**src/rtl/nwd_pkg.sv**
```systemverilog
// Shared types for the GCD feeder stage: operand word, operand pair and sequencer states.
package nwd_pkg;

    localparam int WIDTH = 16;

    typedef logic [WIDTH-1:0] word_t;

    typedef struct packed {
        word_t a;
        word_t b;
    } pair_t;

    typedef enum logic [1:0] {IDLE, LOAD, RUN, DONE} state_t;

    localparam logic [15:0] CYCLES_MAX = 16'hFFFF;

    // Iteration counts stick at the top value instead of wrapping to zero.
    function automatic logic [15:0] sat_inc(input logic [15:0] v);
        return (v == CYCLES_MAX) ? v : v + 16'd1;
    endfunction

endpackage

```
**src/rtl/nwd_fifo.sv**
```systemverilog
// Small synchronous FIFO of operand pairs; head is visible combinationally so the
// core operand buses always show the oldest queued pair.
module nwd_fifo
#(
    parameter int DEPTH = 4
)
(
    input  logic           clk,
    input  logic           nrst,
    input  logic           push,
    input  nwd_pkg::pair_t data,
    input  logic           pop,
    output logic           full,
    output logic           empty,
    output nwd_pkg::pair_t head
);
    import nwd_pkg::*;

    localparam int AW = $clog2(DEPTH);

    // One extra pointer bit separates full from empty when the indices coincide.
    logic [AW:0] wr_ptr_reg;
    logic [AW:0] rd_ptr_reg;
    pair_t       mem [DEPTH];

    assign empty = (wr_ptr_reg == rd_ptr_reg);
    assign full  = (wr_ptr_reg[AW] != rd_ptr_reg[AW]) &&
                   (wr_ptr_reg[AW-1:0] == rd_ptr_reg[AW-1:0]);
    assign head  = mem[rd_ptr_reg[AW-1:0]];

    always_ff @(posedge clk) begin
        if (push && !full) begin
            mem[wr_ptr_reg[AW-1:0]] <= data;
        end
    end

    always_ff @(posedge clk or negedge nrst) begin
        if (!nrst) begin
            wr_ptr_reg <= '0;
            rd_ptr_reg <= '0;
        end else begin
            if (push && !full) begin
                wr_ptr_reg <= wr_ptr_reg + (AW+1)'(1);
            end
            if (pop && !empty) begin
                rd_ptr_reg <= rd_ptr_reg + (AW+1)'(1);
            end
        end
    end

endmodule

```
**src/rtl/nwd_feeder.sv**
```systemverilog
// Queues operand pairs and sequences the subtractive GCD core one job at a time.
// WIDTH has to equal nwd_pkg::WIDTH because the queue stores nwd_pkg::pair_t.
module nwd_feeder
#(
    parameter int WIDTH = 16,
    parameter int DEPTH = 4
)
(
    input  logic             clk,
    input  logic             nrst,
    input  logic             in_valid,
    output logic             in_ready,
    input  logic [WIDTH-1:0] in_a,
    input  logic [WIDTH-1:0] in_b,
    output logic             out_valid,
    input  logic             out_ready,
    output logic [WIDTH-1:0] out_gcd,
    output logic [15:0]      out_cycles,
    output logic             core_init,
    output logic [WIDTH-1:0] core_in1,
    output logic [WIDTH-1:0] core_in2,
    input  logic [WIDTH-1:0] core_out,
    input  logic             core_fin
);
    import nwd_pkg::*;

    pair_t       head;
    pair_t       push_data;
    logic        full;
    logic        empty;
    logic        push;
    logic        pop;
    logic        zero_head;
    state_t      state_reg;
    logic [15:0] count_reg;

    assign push_data = '{a: in_a, b: in_b};
    assign push      = in_valid && !full;
    assign in_ready  = !full;
    assign core_in1  = head.a;
    assign core_in2  = head.b;
    assign zero_head = (head.a == '0) || (head.b == '0);

    // Zero pairs leave the queue straight from IDLE; real jobs leave when the core latches them.
    assign pop = ((state_reg == IDLE) && !empty && zero_head) || (state_reg == LOAD);

    nwd_fifo #(.DEPTH(DEPTH)) u_fifo (
        .clk   (clk),
        .nrst  (nrst),
        .push  (push),
        .data  (push_data),
        .pop   (pop),
        .full  (full),
        .empty (empty),
        .head  (head)
    );

    always_ff @(posedge clk or negedge nrst) begin
        if (!nrst) begin
            state_reg  <= IDLE;
            count_reg  <= '0;
            out_valid  <= 1'b0;
            out_gcd    <= '0;
            out_cycles <= '0;
            core_init  <= 1'b0;
        end else begin
            core_init <= 1'b0;
            case (state_reg)
                IDLE: begin
                    if (!empty) begin
                        if (zero_head) begin
                            // The core never converges on a zero operand; answer locally.
                            out_gcd    <= head.a | head.b;
                            out_cycles <= '0;
                            out_valid  <= 1'b1;
                            state_reg  <= DONE;
                        end else begin
                            core_init <= 1'b1;
                            state_reg <= LOAD;
                        end
                    end
                end
                LOAD: begin
                    count_reg <= '0;
                    state_reg <= RUN;
                end
                RUN: begin
                    count_reg <= sat_inc(count_reg);
                    if (core_fin) begin
                        out_gcd    <= core_out;
                        out_cycles <= sat_inc(count_reg);
                        out_valid  <= 1'b1;
                        state_reg  <= DONE;
                    end
                end
                DONE: begin
                    if (out_ready) begin
                        out_valid <= 1'b0;
                        state_reg <= IDLE;
                    end
                end
                default: state_reg <= IDLE;
            endcase
        end
    end

endmodule

```
**config.mk**
```make
export PLATFORM = sky130hd
export DESIGN_NAME = nwd_feeder
export DESIGN_NICKNAME = d
export VERILOG_FILES = /design/src/rtl/nwd_pkg.sv /design/src/rtl/nwd_fifo.sv /design/src/rtl/nwd_feeder.sv
export SDC_FILE = /design/constraint.sdc
export NUM_CORES = 1
export LEC_CHECK = 0
export BUFFER_PORTS_ARGS = -buffer_cell sky130_fd_sc_hd__buf_2
export CAP_MARGIN = 20
export CORE_MARGIN = 2
export CORE_UTILIZATION = 35
export DETAILED_ROUTE_END_ITERATION = 10
export GPL_TIMING_DRIVEN = 0
export PLACE_DENSITY_LB_ADDON = 0.1
export SETUP_SLACK_MARGIN = 0.5
export SLEW_MARGIN = 20
export SYNTH_ARGS = -nofsm -noshare
export SYNTH_HDL_FRONTEND = slang
export SYNTH_SLANG_ARGS = --single-unit
```
**constraint.sdc**
```tcl
create_clock -name clk -period 6.5 [get_ports clk]
set_input_delay 1.625 -clock clk [delete_from_list [all_inputs] [get_ports clk]]
set_output_delay 1.625 -clock clk [all_outputs]
set_load 0.02 [all_outputs]
```
-- Yosys cells after proc, flatten, opt, wreduce, memory -nomap -nowiden
Memory sizes are Yosys's and may differ from the RTL's.
Index checks and enable logic that the tools add are counted.
- output and inout port bits: 67
- memories kept: 1
- word-level logic and storage cells: 68
- input port bits: 53
- RAM bits: 128
- bits in registers: 58
- $add $sub $neg: 3
- bitwise logic cells: 1
- muxes and demuxes: 25
- equal/unequal tests: 11
- reduce and logical (&&, ||, !) cells: 19
- memory list (name ; words ; bits a word ; rd ports ; clocked after Yosys merged registers in ; wr ports ; RTL line ; text):
    u_fifo.mem ; 4 ; 32 ; 1 ; 0 ; 1 ; nwd_fifo.sv:24 ; pair_t mem [DEPTH];
- operators with widths (kind ; count):
    $mux 16 ; 7
    $pmux 16 s2 ; 3
    $logic_not 16->1 ; 2
    $add 16x1->16 const B ; 1
    $eq 16x16->1 const B ; 1
    $or 16x16->16 ; 1
    $mux 1 ; 9
    $mux 2 ; 4
    $ne 2x2->1 const B ; 4
    $pmux 2 s4 ; 1
    $add 3x1->3 const B ; 2
    $logic_and 1x1->1 ; 6
    $reduce_and 5->1 ; 1
    $eq 2x2->1 const B ; 2
    $reduce_and 4->1 ; 1
    $reduce_bool 2->1 ; 2
    $eq 3x3->1 ; 1
    $pmux 1 s3 ; 1
    $reduce_and 3->1 ; 1
    $reduce_bool 3->1 ; 1
    $eq 2x1->1 const B ; 1
    $eq 2x2->1 ; 1
    $logic_not 1->1 ; 2
    $logic_not 2->1 ; 1
    2 further kinds ; 3

-- Longest topological paths before layout
- depth after elaboration: 7
- depth in mapped cells: 10

-- Hierarchy
A second synthesis with hierarchy kept.
- cells, all modules: 531
- area total of the unflattened synthesis: 8134.1 um^2
- by module, submodules not included (module ; area an instance (um^2) ; seq. area each (um^2) ; cells each ; instances):
    nwd_fifo ; 5136.2 ; 3993.8 ; 216 ; 1
    nwd_feeder ; 2997.9 ; 1301.2 ; 315 ; 1

-- Worst setup path before layout
Ideal clock, no wire load.
- path type: flip-flop to output port
- from: register u_fifo.rd_ptr_reg[1]
- to: output port core_in1[8]
- buffers on the path: 2
- data required time: 4875 ps
- cell stages (with the launch flop): 4
- slack: 3533 ps
- arrival time: 1342 ps
- cells stage by stage: dfrtp_1 > clkbuf_1 > buf_1 > mux4_2
- longest elaborated chain between the ends: 1
- ends and longest elaborated chain (element ; RTL line ; text):
    start, declared ; nwd_fifo.sv:23 ; logic [AW:0] rd_ptr_reg;
    start signal, assigned ; nwd_fifo.sv:46 ; rd_ptr_reg <= rd_ptr_reg + (AW+1)'(1);
    $mem_v2 4x32 ; - ;
    end, declared ; nwd_feeder.sv:20 ; output logic [WIDTH-1:0] core_in1,
No other way between the ends.

-- Worst setup path in the final report
- from: register u_fifo.rd_ptr_reg[1]
- to: output port core_in1[2]
Same word-level chain as after synthesis.

==> impl_metrics.csv <==
group,metric,value,unit
run_status,outcome,"complete, no violations",
cts,tritoncts,"yes",
setup_path,critPathRequiredTime,4880,ps
synth,synthDistinctLibCells,51,
drt,wire_per_inst,21.6,um
cts,clk_pin_slew,80,ps
die,start_util,35.7,%
synth,syn_avg_cell_area,14.9,um^2
synth,yosysTopAreaCell,"edfxtp_1",
global_routing,grt_pass1_vias,5321,
cts,clk_path_buf_depth,2,
placed_design,gp_congestion,0.848,
sta,final-setup-viol-count,0,
synth,synth_top_area_share,47.4,%
pwr,swShare,41.3,%
sta,final.setup.worst_slack,2460,ps
drt,drt_first_iter_violations,311,
pwr,combPwrFrac,42.9,%
min_path,hp-class,"flip-flop to flip-flop",
setup_path,cp.arrival,2410,ps
drt,vias_per_cell,5.38,
sta,skew,11.4,ps
global_routing,grt_first_pass_wirelength,32100,um
cts,cts_made_buffers,17,
setup_path,timing.critical_path.fanout_max,10,
run,drv_cap,0,
drt,postRouteAntennaNets,0,
sta,slew-limit-headroom,24.0,%
drt,dr.pass1.iters,5,
synth,synthCells,543,
global_routing,grt_overflow_total,0,
synth,synth_edf_count,128,
synth,synth_flop_cell,"edfxtp_1",
die,core_area,0.0227,mm^2
sta,setup_tns,0,ps
pwr,pwr-share-seq,35.4,%
die,dieArea,0.0244,mm^2
pwr,max-vdd-ir-drop,165,uV
sta,max_freq,0.248,GHz
placed_design,dpl.hpwl,15400,um
drt,post-route-drc-count,0,
die,die_x,156,um
setup_path,startpoint_type,"flip-flop",
pwr,switching_power,1.95,mW
die,rows,55,
pwr,p_leak,3.86,nW
drt,wirelength,21300,um
cts,cts_setup_buffers,0,
drt,num_vias,5316,
setup_path,end_kind,"output port",
final_layout,final_nets,749,
synth,synthTopCellsByArea,"edfxtp_1 47%, dfrtp_1 18%, mux4_2 8.9%, a211o_1 1.9%, nand2_1 1.7%",
global_routing,grt_usage,17.8,%
final_layout,syn_to_final_growth,20.8,%
setup_path,crit_type,"flip-flop to output port",
sta,finalHoldViolCount,0,
synth,syn_area,0.00811,mm^2
cts,root_buffer,"clkbuf_16",
sta,maxSlewViolCount,0,
pwr,cellInternalPower,2.76,mW
final_layout,largest_reg_flops,128,
sta,worstMarginPinSlew,1130,ps
pwr,power_density,481,mW/mm^2
synth,seq_area_frac_synth,65.3,%
synth,async_flop_share,31.2,%
cts,htreeDepth,4,
synth,yosysWarningCount,0,
pwr,pwr-share-clk,21.7,%
sta,period_share,62.1,%
die,die_h,156,um
die,io_pins,120,
synth,synth_nets,606,
final_layout,final_layout_size_suffix_gt1_share,30.8,%
cts,cts_resized,0,
cts,cts.sinks,186,
placed_design,io_buffer_count,119,
sta,rsz0062_at_grt,"no",
global_routing,antenna_found_initial,4,
cts,insertion_delay,430,ps
cts,holdBufCountCts,0,
sta,finalCriticalPeriod,4040,ps
final_layout,fill_cells,2091,
synth,synth_seq_cells,186,
global_routing,grt_max_degree,44,
placed_design,pre_cts_slack,2830,ps
worst paths after layout:
kind | startpoint | end | slack [ps] | depth (start not counted)
worst max-delay path | u_fifo.rd_ptr_reg[1]$_DFFE_PN0P_ | core_in1[2] | 2460 | 4
worst min-delay path | u_fifo.wr_ptr_reg[2]$_DFFE_PN0P_ | u_fifo.wr_ptr_reg[2]$_DFFE_PN0P_ | 490 | 1
worst max register to register | u_fifo.rd_ptr_reg[1]$_DFFE_PN0P_ | out_gcd[12]$_DFFE_PN0P_ | 2860 | 9
worst min register to register | u_fifo.wr_ptr_reg[2]$_DFFE_PN0P_ | u_fifo.wr_ptr_reg[2]$_DFFE_PN0P_ | 490 | 1
max in group asynchronous | nrst | count_reg[3]$_DFFE_PN0P_ | 4910 | 2
min in group asynchronous | nrst | out_valid$_DFFE_PN0P_ | 1060 | 1
cells in the mapped netlist, types with 2 or more instances:
library cell / instances
a211oi_1: 7
nand2_1: 36
a21boi_1: 2
xor2_1: 6
a21oi_1: 10
nor2_1: 34
clkbuf_1: 18
o21a_1: 2
nand4_1: 5
nand3_1: 6
a21o_1: 6
a22oi_1: 17
mux2i_1: 2
a211o_1: 18
a32o_1: 3
o21ai_1: 12
o21ai_0: 18
or3_1: 2
inv_1: 8
and4_1: 2
o2bb2ai_1: 12
a22o_1: 7
a31oi_1: 4
mux4_2: 32
buf_6: 4
inv_2: 2
and3_1: 6
buf_1: 2
buf_2: 4
xnor2_1: 9
mux2_1: 3
nand2b_1: 2
edfxtp_1: 128
nor3_1: 8
ha_1: 10
a211oi_2: 10
dfrtp_1: 58
nor4_1: 11
and2_1: 5
cells in the final DEF (no fill, tap or decap), drive strengths merged, types with 3 or more instances in the layout:
master	count
and3	6
xnor2	9
a22o	7
a21o	6
nor4	11
nor3	8
nor2	34
dfrtp	58
nand3	7
ha	10
xor2	6
a22oi	17
diode	4
o2bb2ai	12
clkbuf	35
a211o	18
a21oi	10
mux2	3
mux4	32
buf	135
inv	17
o21ai	31
a211oi	17
and2	5
clkinv	8
a32o	3
nand2	37
edfxtp	128
a31oi	4
nand4	5
worst max-delay path, cell delays in order, from the launching register on:
cell	delay (ps)
dfrtp_1	360
clkbuf_1	340
buf_1	600
mux4_2	500
buf_2	200
cells by family (layout without fill, tap and decap cells):
group	count (synthesis)	after routing	synth area share [%]
AO/OA/AOI/OAI	132	132	12.3
XOR/XNOR	15	15	1.62
adder cells (fa/ha/maj)	10	10	1.54
buffers and inverters	39	195	2.28
flip-flops	186	186	65.3
multiplexers	37	37	9.55
other	0	4	0
AND/OR/NAND/NOR	124	124	7.45
layout make-up:
| cell class | count | area, um^2 | share of cell area [%] |
|---|---|---|---|
| diodes | 4 | 10.0 | 0.102 |
| plain buffers | 29 | 148 | 1.51 |
| clock buffers | 17 | 425 | 4.34 |
| clock inverters | 15 | 171 | 1.75 |
| inverters | 10 | 37.5 | 0.383 |
| multi-input cells | 318 | 2640 | 26.9 |
| flip-flops and latches | 186 | 5300 | 54.0 |
| well taps | 285 | 357 | 3.64 |
| repair buffers | 124 | 721 | 7.35 |
layer usage:
metal / vias up / track usage (%) / wire length, um
met3: 25 / 4.21 / 988
li1: 2436 / - / -
met2: 144 / 29.8 / 10600
met4: 0 / 6.25 / 508
met5: - / 0 / 0
met1: 2711 / 22.8 / 9200
per-stage QoR:
step	hold slack (ps)	util [%]	total power, mW	std cells	cell area [um^2]
6_report	487	43.2	4.71	988	9800
4_1_cts	491	43.1	4.78	984	9790
3_3_place_gp	465	39.9	3.67	947	9060
3_5_place_dp	478	40.5	3.75	952	9190
2_1_floorplan	460	-	2.98	543	8110
5_1_grt	510	43.1	4.98	987	9800
power groups by stage:
| stage | clock network [mW] | registers, mW | logic [mW] |
|---|---|---|---|
| finish | 1.02 | 1.67 | 2.02 |
| global route | 1.10 | 1.69 | 2.19 |
| CTS | 1.05 | 1.67 | 2.06 |
| detailed placement | 0 | 1.69 | 2.06 |
| global placement | 0 | 1.69 | 1.98 |
| floorplan | 0 | 1.74 | 1.24 |
Power figures use the tool's default switching activity.
